--- config.mk ---
export PLATFORM = sky130hd
export DESIGN_NAME = div_unit_flat
export DESIGN_NICKNAME = d
export VERILOG_FILES = /design/src/rtl/div_unit_pkg.sv /design/src/rtl/div_unit_if.sv /design/src/rtl/div_unit_sign_fix.sv /design/src/rtl/div_unit.sv /design/src/flat_wrapper.sv
export SDC_FILE = /design/constraint.sdc
export NUM_CORES = 1
export LEC_CHECK = 0
export BUFFER_PORTS_ARGS = -buffer_cell sky130_fd_sc_hd__clkbuf_2
export CORE_MARGIN = 5
export CORE_UTILIZATION = 45
export CTS_CLUSTER_DIAMETER = 30
export CTS_CLUSTER_SIZE = 20
export DETAILED_ROUTE_END_ITERATION = 8
export GPL_TIMING_DRIVEN = 0
export PLACE_DENSITY = 0.68
export RECOVER_POWER = 50
export REMOVE_ABC_BUFFERS = 1
export SLEW_MARGIN = 0
export SYNTH_ARGS = -nofsm -noshare
export SYNTH_HDL_FRONTEND = slang
export SYNTH_SLANG_ARGS = --single-unit
--- constraint.sdc ---
create_clock -name clk -period 3.9 [get_ports clk]
set_input_delay 0.195 -clock clk [delete_from_list [all_inputs] [get_ports clk]]
set_output_delay 0.195 -clock clk [all_outputs]
set_load 0.005 [all_outputs]
--- src/rtl/div_unit_pkg.sv ---
// Shared definitions for the iterative divider: FSM encodings, result/stall bus widths.
// Latency: n/a (definitions only).
// Backpressure: n/a (definitions only).
package div_unit_pkg;

    // Default operand width; the result bus carries {remainder, quotient}.
    localparam int DIV_DATA_W   = 32;
    localparam int DIV_RESULT_W = 2 * DIV_DATA_W;

    // Pipeline stall bus: one request bit per stage, the divider stalls from EX.
    localparam int STALL_W       = 6;
    localparam int STALL_DIV_BIT = 3;

    typedef enum logic [1:0] {
        S_IDLE    = 2'd0,
        S_BUSY    = 2'd1,
        S_DIVZERO = 2'd2,
        S_DONE    = 2'd3
    } div_state_e;

    // Width of the {HI, LO} result bus for a given operand width.
    function automatic int div_result_w(input int data_w);
        return 2 * data_w;
    endfunction

endpackage

--- src/rtl/div_unit_if.sv ---
// Divider request/result bundle between the EX stage (master) and the divider (slave).
// Latency: n/a (wiring only).
// Backpressure: stallreq_for_div holds the pipeline while the divider works.
interface div_unit_if
    import div_unit_pkg::*;
#(
    parameter int DATA_W = DIV_DATA_W
);
    localparam int RESULT_W = div_result_w(DATA_W);

    logic                start;
    logic                signed_div;
    logic [DATA_W-1:0]   opdata1;
    logic [DATA_W-1:0]   opdata2;
    logic                annul;
    logic                stallreq_for_div;
    logic                ready;
    logic [RESULT_W-1:0] result;

    modport master (
        output start, signed_div, opdata1, opdata2, annul,
        input  stallreq_for_div, ready, result
    );

    modport slave (
        input  start, signed_div, opdata1, opdata2, annul,
        output stallreq_for_div, ready, result
    );

endinterface

--- src/rtl/div_unit_sign_fix.sv ---
// Signed-divide helper: operand magnitudes and sign flags, plus negation of raw quotient/remainder.
// Latency: purely combinational.
// Backpressure: none; evaluated whenever its inputs change.
module div_sign_fix #(
    parameter int DATA_W = 32
) (
    input  logic              signed_div,
    input  logic [DATA_W-1:0] dividend,
    input  logic [DATA_W-1:0] divisor,
    output logic [DATA_W-1:0] dividend_mag,
    output logic [DATA_W-1:0] divisor_mag,
    output logic              neg_quot,
    output logic              neg_rem,
    input  logic              neg_quot_in,
    input  logic              neg_rem_in,
    input  logic [DATA_W-1:0] quot_raw,
    input  logic [DATA_W-1:0] rem_raw,
    output logic [DATA_W-1:0] quot,
    output logic [DATA_W-1:0] rem
);

    logic dividend_neg;
    logic divisor_neg;

    // Magnitudes feed the unsigned core; the most-negative value maps onto itself, which is
    // the correct unsigned magnitude and makes most-negative / -1 come out as most-negative.
    always_comb begin
        dividend_neg = signed_div & dividend[DATA_W-1];
        divisor_neg  = signed_div & divisor[DATA_W-1];
        dividend_mag = dividend_neg ? -dividend : dividend;
        divisor_mag  = divisor_neg  ? -divisor  : divisor;
        neg_quot     = dividend_neg ^ divisor_neg;
        neg_rem      = dividend_neg;
        quot         = neg_quot_in ? -quot_raw : quot_raw;
        rem          = neg_rem_in  ? -rem_raw  : rem_raw;
    end

endmodule

--- src/rtl/div_unit.sv ---
// Iterative restoring radix-2 divider, one quotient bit per cycle; DIV_SIGNED_EN adds signed DIV.
// Latency: DATA_W+1 cycles from start to the ready pulse (2 cycles for a zero divisor).
// Backpressure: stallreq_for_div holds the pipeline from start until the result cycle; annul aborts.
module div_unit
    import div_unit_pkg::*;
#(
    parameter int DATA_W = DIV_DATA_W
) (
    input  logic      clk,
    input  logic      rst,
    div_unit_if.slave bus
);

    localparam int                CNT_W     = $clog2(DATA_W + 1);
    localparam int                RES_W     = div_result_w(DATA_W);
    localparam logic [CNT_W-1:0]  LAST_STEP = CNT_W'(DATA_W - 1);

    div_state_e         state_d, state_q;
    logic [CNT_W-1:0]   cnt_d, cnt_q;
    logic [DATA_W-1:0]  rem_d, rem_q;
    logic [DATA_W-1:0]  quot_d, quot_q;
    logic [DATA_W-1:0]  divisor_d, divisor_q;
    logic [RES_W-1:0]   result_d, result_q;

    logic               accept;
    logic [DATA_W-1:0]  a_mag, b_mag;
    logic [DATA_W:0]    partial;
    logic [DATA_W:0]    diff;
    logic [DATA_W-1:0]  step_rem, step_quot;
    logic [DATA_W-1:0]  fin_rem, fin_quot;

    // A new divide is taken only from IDLE and never in a flush cycle.
    assign accept = (state_q == S_IDLE) && bus.start && !bus.annul;

    // One restoring step: shift the next dividend bit into the partial remainder, trial-subtract.
    always_comb begin
        partial   = {rem_q, quot_q[DATA_W-1]};
        diff      = partial - {1'b0, divisor_q};
        step_rem  = diff[DATA_W] ? partial[DATA_W-1:0] : diff[DATA_W-1:0];
        step_quot = {quot_q[DATA_W-2:0], ~diff[DATA_W]};
    end

`ifdef DIV_SIGNED_EN
    logic neg_quot_d, neg_quot_q;
    logic neg_rem_d, neg_rem_q;
    logic sfx_neg_quot, sfx_neg_rem;

    div_sign_fix #(
        .DATA_W (DATA_W)
    ) u_sign_fix (
        .signed_div   (bus.signed_div),
        .dividend     (bus.opdata1),
        .divisor      (bus.opdata2),
        .dividend_mag (a_mag),
        .divisor_mag  (b_mag),
        .neg_quot     (sfx_neg_quot),
        .neg_rem      (sfx_neg_rem),
        .neg_quot_in  (neg_quot_q),
        .neg_rem_in   (neg_rem_q),
        .quot_raw     (step_quot),
        .rem_raw      (step_rem),
        .quot         (fin_quot),
        .rem          (fin_rem)
    );

    // Result sign flags are captured alongside the operands.
    always_comb begin
        neg_quot_d = neg_quot_q;
        neg_rem_d  = neg_rem_q;
        if (accept) begin
            neg_quot_d = sfx_neg_quot;
            neg_rem_d  = sfx_neg_rem;
        end
    end

    // Sign flag registers.
    always_ff @(posedge clk or negedge rst) begin
        if (!rst) begin
            neg_quot_q <= 1'b0;
            neg_rem_q  <= 1'b0;
        end else begin
            neg_quot_q <= neg_quot_d;
            neg_rem_q  <= neg_rem_d;
        end
    end
`else
    // Unsigned-only build: operands go straight to the core, signed_div has no effect.
    logic unused_signed_div;
    assign unused_signed_div = bus.signed_div;
    assign a_mag    = bus.opdata1;
    assign b_mag    = bus.opdata2;
    assign fin_quot = step_quot;
    assign fin_rem  = step_rem;
`endif

    // FSM next state and datapath updates; annul overrides everything and keeps the old result.
    always_comb begin
        state_d   = state_q;
        cnt_d     = cnt_q;
        rem_d     = rem_q;
        quot_d    = quot_q;
        divisor_d = divisor_q;
        result_d  = result_q;
        case (state_q)
            S_IDLE: begin
                if (accept) begin
                    rem_d     = '0;
                    quot_d    = a_mag;
                    divisor_d = b_mag;
                    cnt_d     = '0;
                    state_d   = (bus.opdata2 == '0) ? S_DIVZERO : S_BUSY;
                end
            end
            S_BUSY: begin
                rem_d  = step_rem;
                quot_d = step_quot;
                cnt_d  = cnt_q + 1'b1;
                if (cnt_q == LAST_STEP) begin
                    state_d  = S_DONE;
                    result_d = {fin_rem, fin_quot};
                end
            end
            S_DIVZERO: begin
                state_d  = S_DONE;
                result_d = '0;
            end
            S_DONE: begin
                state_d = S_IDLE;
            end
            default: begin
                state_d = S_IDLE;
            end
        endcase
        if (bus.annul) begin
            state_d  = S_IDLE;
            result_d = result_q;
        end
    end

    // State, iteration and result registers.
    always_ff @(posedge clk or negedge rst) begin
        if (!rst) begin
            state_q   <= S_IDLE;
            cnt_q     <= '0;
            rem_q     <= '0;
            quot_q    <= '0;
            divisor_q <= '0;
            result_q  <= '0;
        end else begin
            state_q   <= state_d;
            cnt_q     <= cnt_d;
            rem_q     <= rem_d;
            quot_q    <= quot_d;
            divisor_q <= divisor_d;
            result_q  <= result_d;
        end
    end

    // Stall is combinational so the requesting cycle itself is held; reset and flush silence it.
    assign bus.stallreq_for_div = rst && !bus.annul &&
                                  (((state_q == S_IDLE) && bus.start) ||
                                   (state_q == S_BUSY) || (state_q == S_DIVZERO));
    assign bus.ready  = (state_q == S_DONE) && !bus.annul;
    assign bus.result = result_q;

endmodule

--- src/flat_wrapper.sv ---
// flat-port wrapper written by rule: the top's interface ports become plain ports
module div_unit_flat import div_unit_pkg::*;
#(
    parameter int DATA_W = DIV_DATA_W
)
  (clk, rst, bus_start, bus_signed_div, bus_opdata1, bus_opdata2, bus_annul, bus_stallreq_for_div, bus_ready, bus_result);
  div_unit_if #(.DATA_W(DATA_W)) bus_i ();
  input  logic clk;
  input  logic rst;
  input wire logic [$bits(bus_i.start)-1:0] bus_start;
  input wire logic [$bits(bus_i.signed_div)-1:0] bus_signed_div;
  input wire logic [$bits(bus_i.opdata1)-1:0] bus_opdata1;
  input wire logic [$bits(bus_i.opdata2)-1:0] bus_opdata2;
  input wire logic [$bits(bus_i.annul)-1:0] bus_annul;
  output wire logic [$bits(bus_i.stallreq_for_div)-1:0] bus_stallreq_for_div;
  output wire logic [$bits(bus_i.ready)-1:0] bus_ready;
  output wire logic [$bits(bus_i.result)-1:0] bus_result;
  assign bus_i.start = bus_start;
  assign bus_i.signed_div = bus_signed_div;
  assign bus_i.opdata1 = bus_opdata1;
  assign bus_i.opdata2 = bus_opdata2;
  assign bus_i.annul = bus_annul;
  assign bus_stallreq_for_div = bus_i.stallreq_for_div;
  assign bus_ready = bus_i.ready;
  assign bus_result = bus_i.result;
  div_unit #(.DATA_W(DATA_W)) u_core (.clk(clk), .rst(rst), .bus(bus_i));
endmodule
==> impl_metrics.tcl <==
set metrics [dict create \
    ant_nets 0 \
    ys_ff_latch 168 \
    worst_pin_slew_ns 2.06 \
    antenna_found_initial 1 \
    report.final.slew_viol_count 81 \
    grt_pass1_vias 7850 \
    netlist_area_sq_um 9250 \
    cp.arrival_ns 3.89 \
    synth_ff_type "dfrtp_1" \
    die_w_um 153 \
    clk_latency_ns 0.44 \
    ys_seq_area_share_pct 45.4 \
    cts.sinks 168 \
    drv_cap 1 \
    fill_cells 1851 \
    area_delta_synth_final_pct 22.2 \
    hold_viol 0 \
    wl_mm 23.8 \
    failed_checks "capacitance limit, slew limit" \
    p_per_area_nw_per_um2 617 \
    status "complete, but fails checks" \
    fmax_mhz 281 \
    clock_skew_ns 0.0164 \
    gpl.final_weighted_congestion 0.856 \
    max-vdd-ir-drop_uv 342 \
    dp_cells 1391 \
    endpoint_kind "register" \
    die_h_um 153 \
    cts_tree "built" \
    path_clk_slew_ns 0.07 \
    htree_num_levels 4 \
    async_flop_share_pct 100 \
    synth_common_cells "dfrtp_1 (168), nand2_1 (158), o21ai_0 (121), nor2_1 (67), clkbuf_1 (53)" \
    die_area_sq_um 23500 \
    worstPathMaxFanout 20 \
    grt_max_degree 90 \
    fin_area_sq_um 11300 \
    diodes 0 \
    rows 52 \
    drc 0 \
    synth_most_common_cell "dfrtp_1" \
    wl_per_cell_um 16.2 \
    period_needed_ns 3.56 \
    synth.top_cell.area_share_pct 45.4 \
    multi_input_area_sq_um 4680 \
    post-route-period-util_pct 91.3 \
    grt_pass1_wl_mm 39.8 \
    yosys_warnings 0 \
    leakage_nw 5.46 \
    layout_setup_ws_ns 0.339 \
    syn_area_per_cell_sq_um 8.92 \
    cts_buffers 17 \
    pre_cts_ws_ns 0.0641 \
    root_buffer "clkbuf_16" \
    dpl_cell_area_sq_um 10400 \
    num_io_pins 135 \
    start_util_pct 45.7 \
    synth-edff-count 0 \
    io_buffers 133 \
    synth.distinct_cells 56 \
    layout-drive-gt1-share_pct 13.3 \
    yosysTopAreaCell "dfrtp_1" \
    synthCells 1038 \
    relSlewSlack_pct -37.5 \
    seq_area_sq_um 4200 \
    min_path_type "in -> reg" \
    clock_path_buffers 2 \
    layout.nets 1288 \
    worst_hold_slack_ns 0.00510 \
    stdcell_count 1464 \
    grtUsageTotal_pct 20.4 \
    core-area_sq_um 20200 \
    overflow 0 \
    num_vias 7910 \
    dp_hpwl_mm 16.4 \
    synth_area_leaders "dfrtp_1 (45%), o21ai_0 (6.5%), nand2_1 (6.4%)" \
    crit_required_ns 4.23 \
    finalSetupViolations 0 \
    dr.pass1.iters 8 \
    grt_setup_unrepaired "no" \
    via_per_inst 5.40 \
    drt_iter0_drc 509 \
    critical_path_class "reg -> reg" \
    start_kind "register" \
    finalSetupTns_ns 0 \
]
-- critical path, stage by stage, from the launching register on --
cell	delay, ns
dfrtp_1	0.40
ha_1	0.35
a21o_1	0.21
or3_1	0.34
o211a_1	0.26
o21ai_2	0.21
a21oi_1	0.13
a21oi_2	0.30
mux2i_4	0.38
buf_16	0.21
buf_16	0.16
mux2_4	0.32
o31ai_2	0.17
-- final cells by class --
cell class	instances	share of cell area, %
timing repair buffer	187	11.8
multi-input combinational	766	41.4
clock buffer	17	3.76
clock inverter	15	1.55
inverter	41	1.36
tap	270	2.99
sequential	168	37.2
-- flip-flops by register name, summed over array words and instances, names as in the netlist --
register / cells
u_core.rem_q: 32
u_core.state_q: 2
u_core.cnt_q: 6
u_core.quot_q: 32
u_core.divisor_q: 32
u_core.bus.result: 64
-- worst paths after layout --
check / from / endpoint / slack (ns) / cells past startpoint
max in group asynchronous: rst / u_core.bus.result[62] / 1.76 / 3
setup / recovery: u_core.rem_q[4] / u_core.bus.result[33] / 0.34 / 12
setup reg to reg: u_core.rem_q[4] / u_core.bus.result[33] / 0.34 / 12
min in group asynchronous: rst / u_core.divisor_q[4] / 0.89 / 2
hold / removal: bus_opdata2[1] / u_core.divisor_q[1] / 0.005 / 3
hold reg to reg: u_core.bus.result[41] / u_core.bus.result[41] / 0.48 / 2
-- routing by layer --
metal  vias to the layer above  GRT usage [%]  routed length (um)
li1                       3921              -                   -
met1                      3769           27.2               10900
met2                       174           32.6               11100
met3                        44           4.86                1220
met4                         2           7.40                 606
met5                         -              0                  11
-- power breakdown --
| group | switching [mW] | internal [mW] |
|---|---|---|
| clock network | 0.832 | 0.867 |
| logic | 1.69 | 1.19 |
| registers | 0.247 | 2.16 |
| total | 2.77 | 4.22 |
-- cells by family (layout without fill, tap and decap cells) --
logic type / count (synthesis) / in the layout / share of synthesized area [%]
compound gates: 300 / 300 / 20.0
xor+xnor: 28 / 28 / 2.65
fa+ha+maj: 38 / 38 / 5.22
buf+inv: 104 / 260 / 4.41
flops: 168 / 168 / 45.4
mux: 33 / 33 / 3.73
simple gates: 367 / 367 / 18.6
-- cells in the final DEF (no fill, tap or decap), types with 6 or more instances in the layout --
cell,count
o21a_1,6
inv_1,41
nand2b_1,42
clkbuf_2,95
nand4_1,6
mux2i_1,29
a21o_1,12
o21ai_0,121
o31ai_1,28
clkbuf_16,17
nand2_1,156
nor4_1,8
and2_1,33
nor2b_1,9
ha_1,35
dlygate4sd3_1,39
buf_16,8
o22ai_1,31
nor2_1,66
xnor2_1,20
nand3_1,13
inv_6,6
a21oi_1,36
dfrtp_1,168
nor3_1,12
or3_1,6
a211oi_1,33
xor2_1,8
clkbuf_1,38
-- per-stage QoR --
step,power (mW),util [%]
4_1_cts,7.05,56.1
6_report,6.98,55.9
3_3_place_gp,5.07,49.4
5_1_grt,7.52,55.9
2_1_floorplan,4.35,-
3_5_place_dp,5.29,51.2
-- timing repair --
action / CTS / global route
gates resized for setup: 0 / 1
hold buffers: 39 / 0
setup endpoints to repair: 0 / 53
hold endpoints to repair: 118 / 0
buffers inserted: 0 / 2
Power figures use the tool's default switching activity.
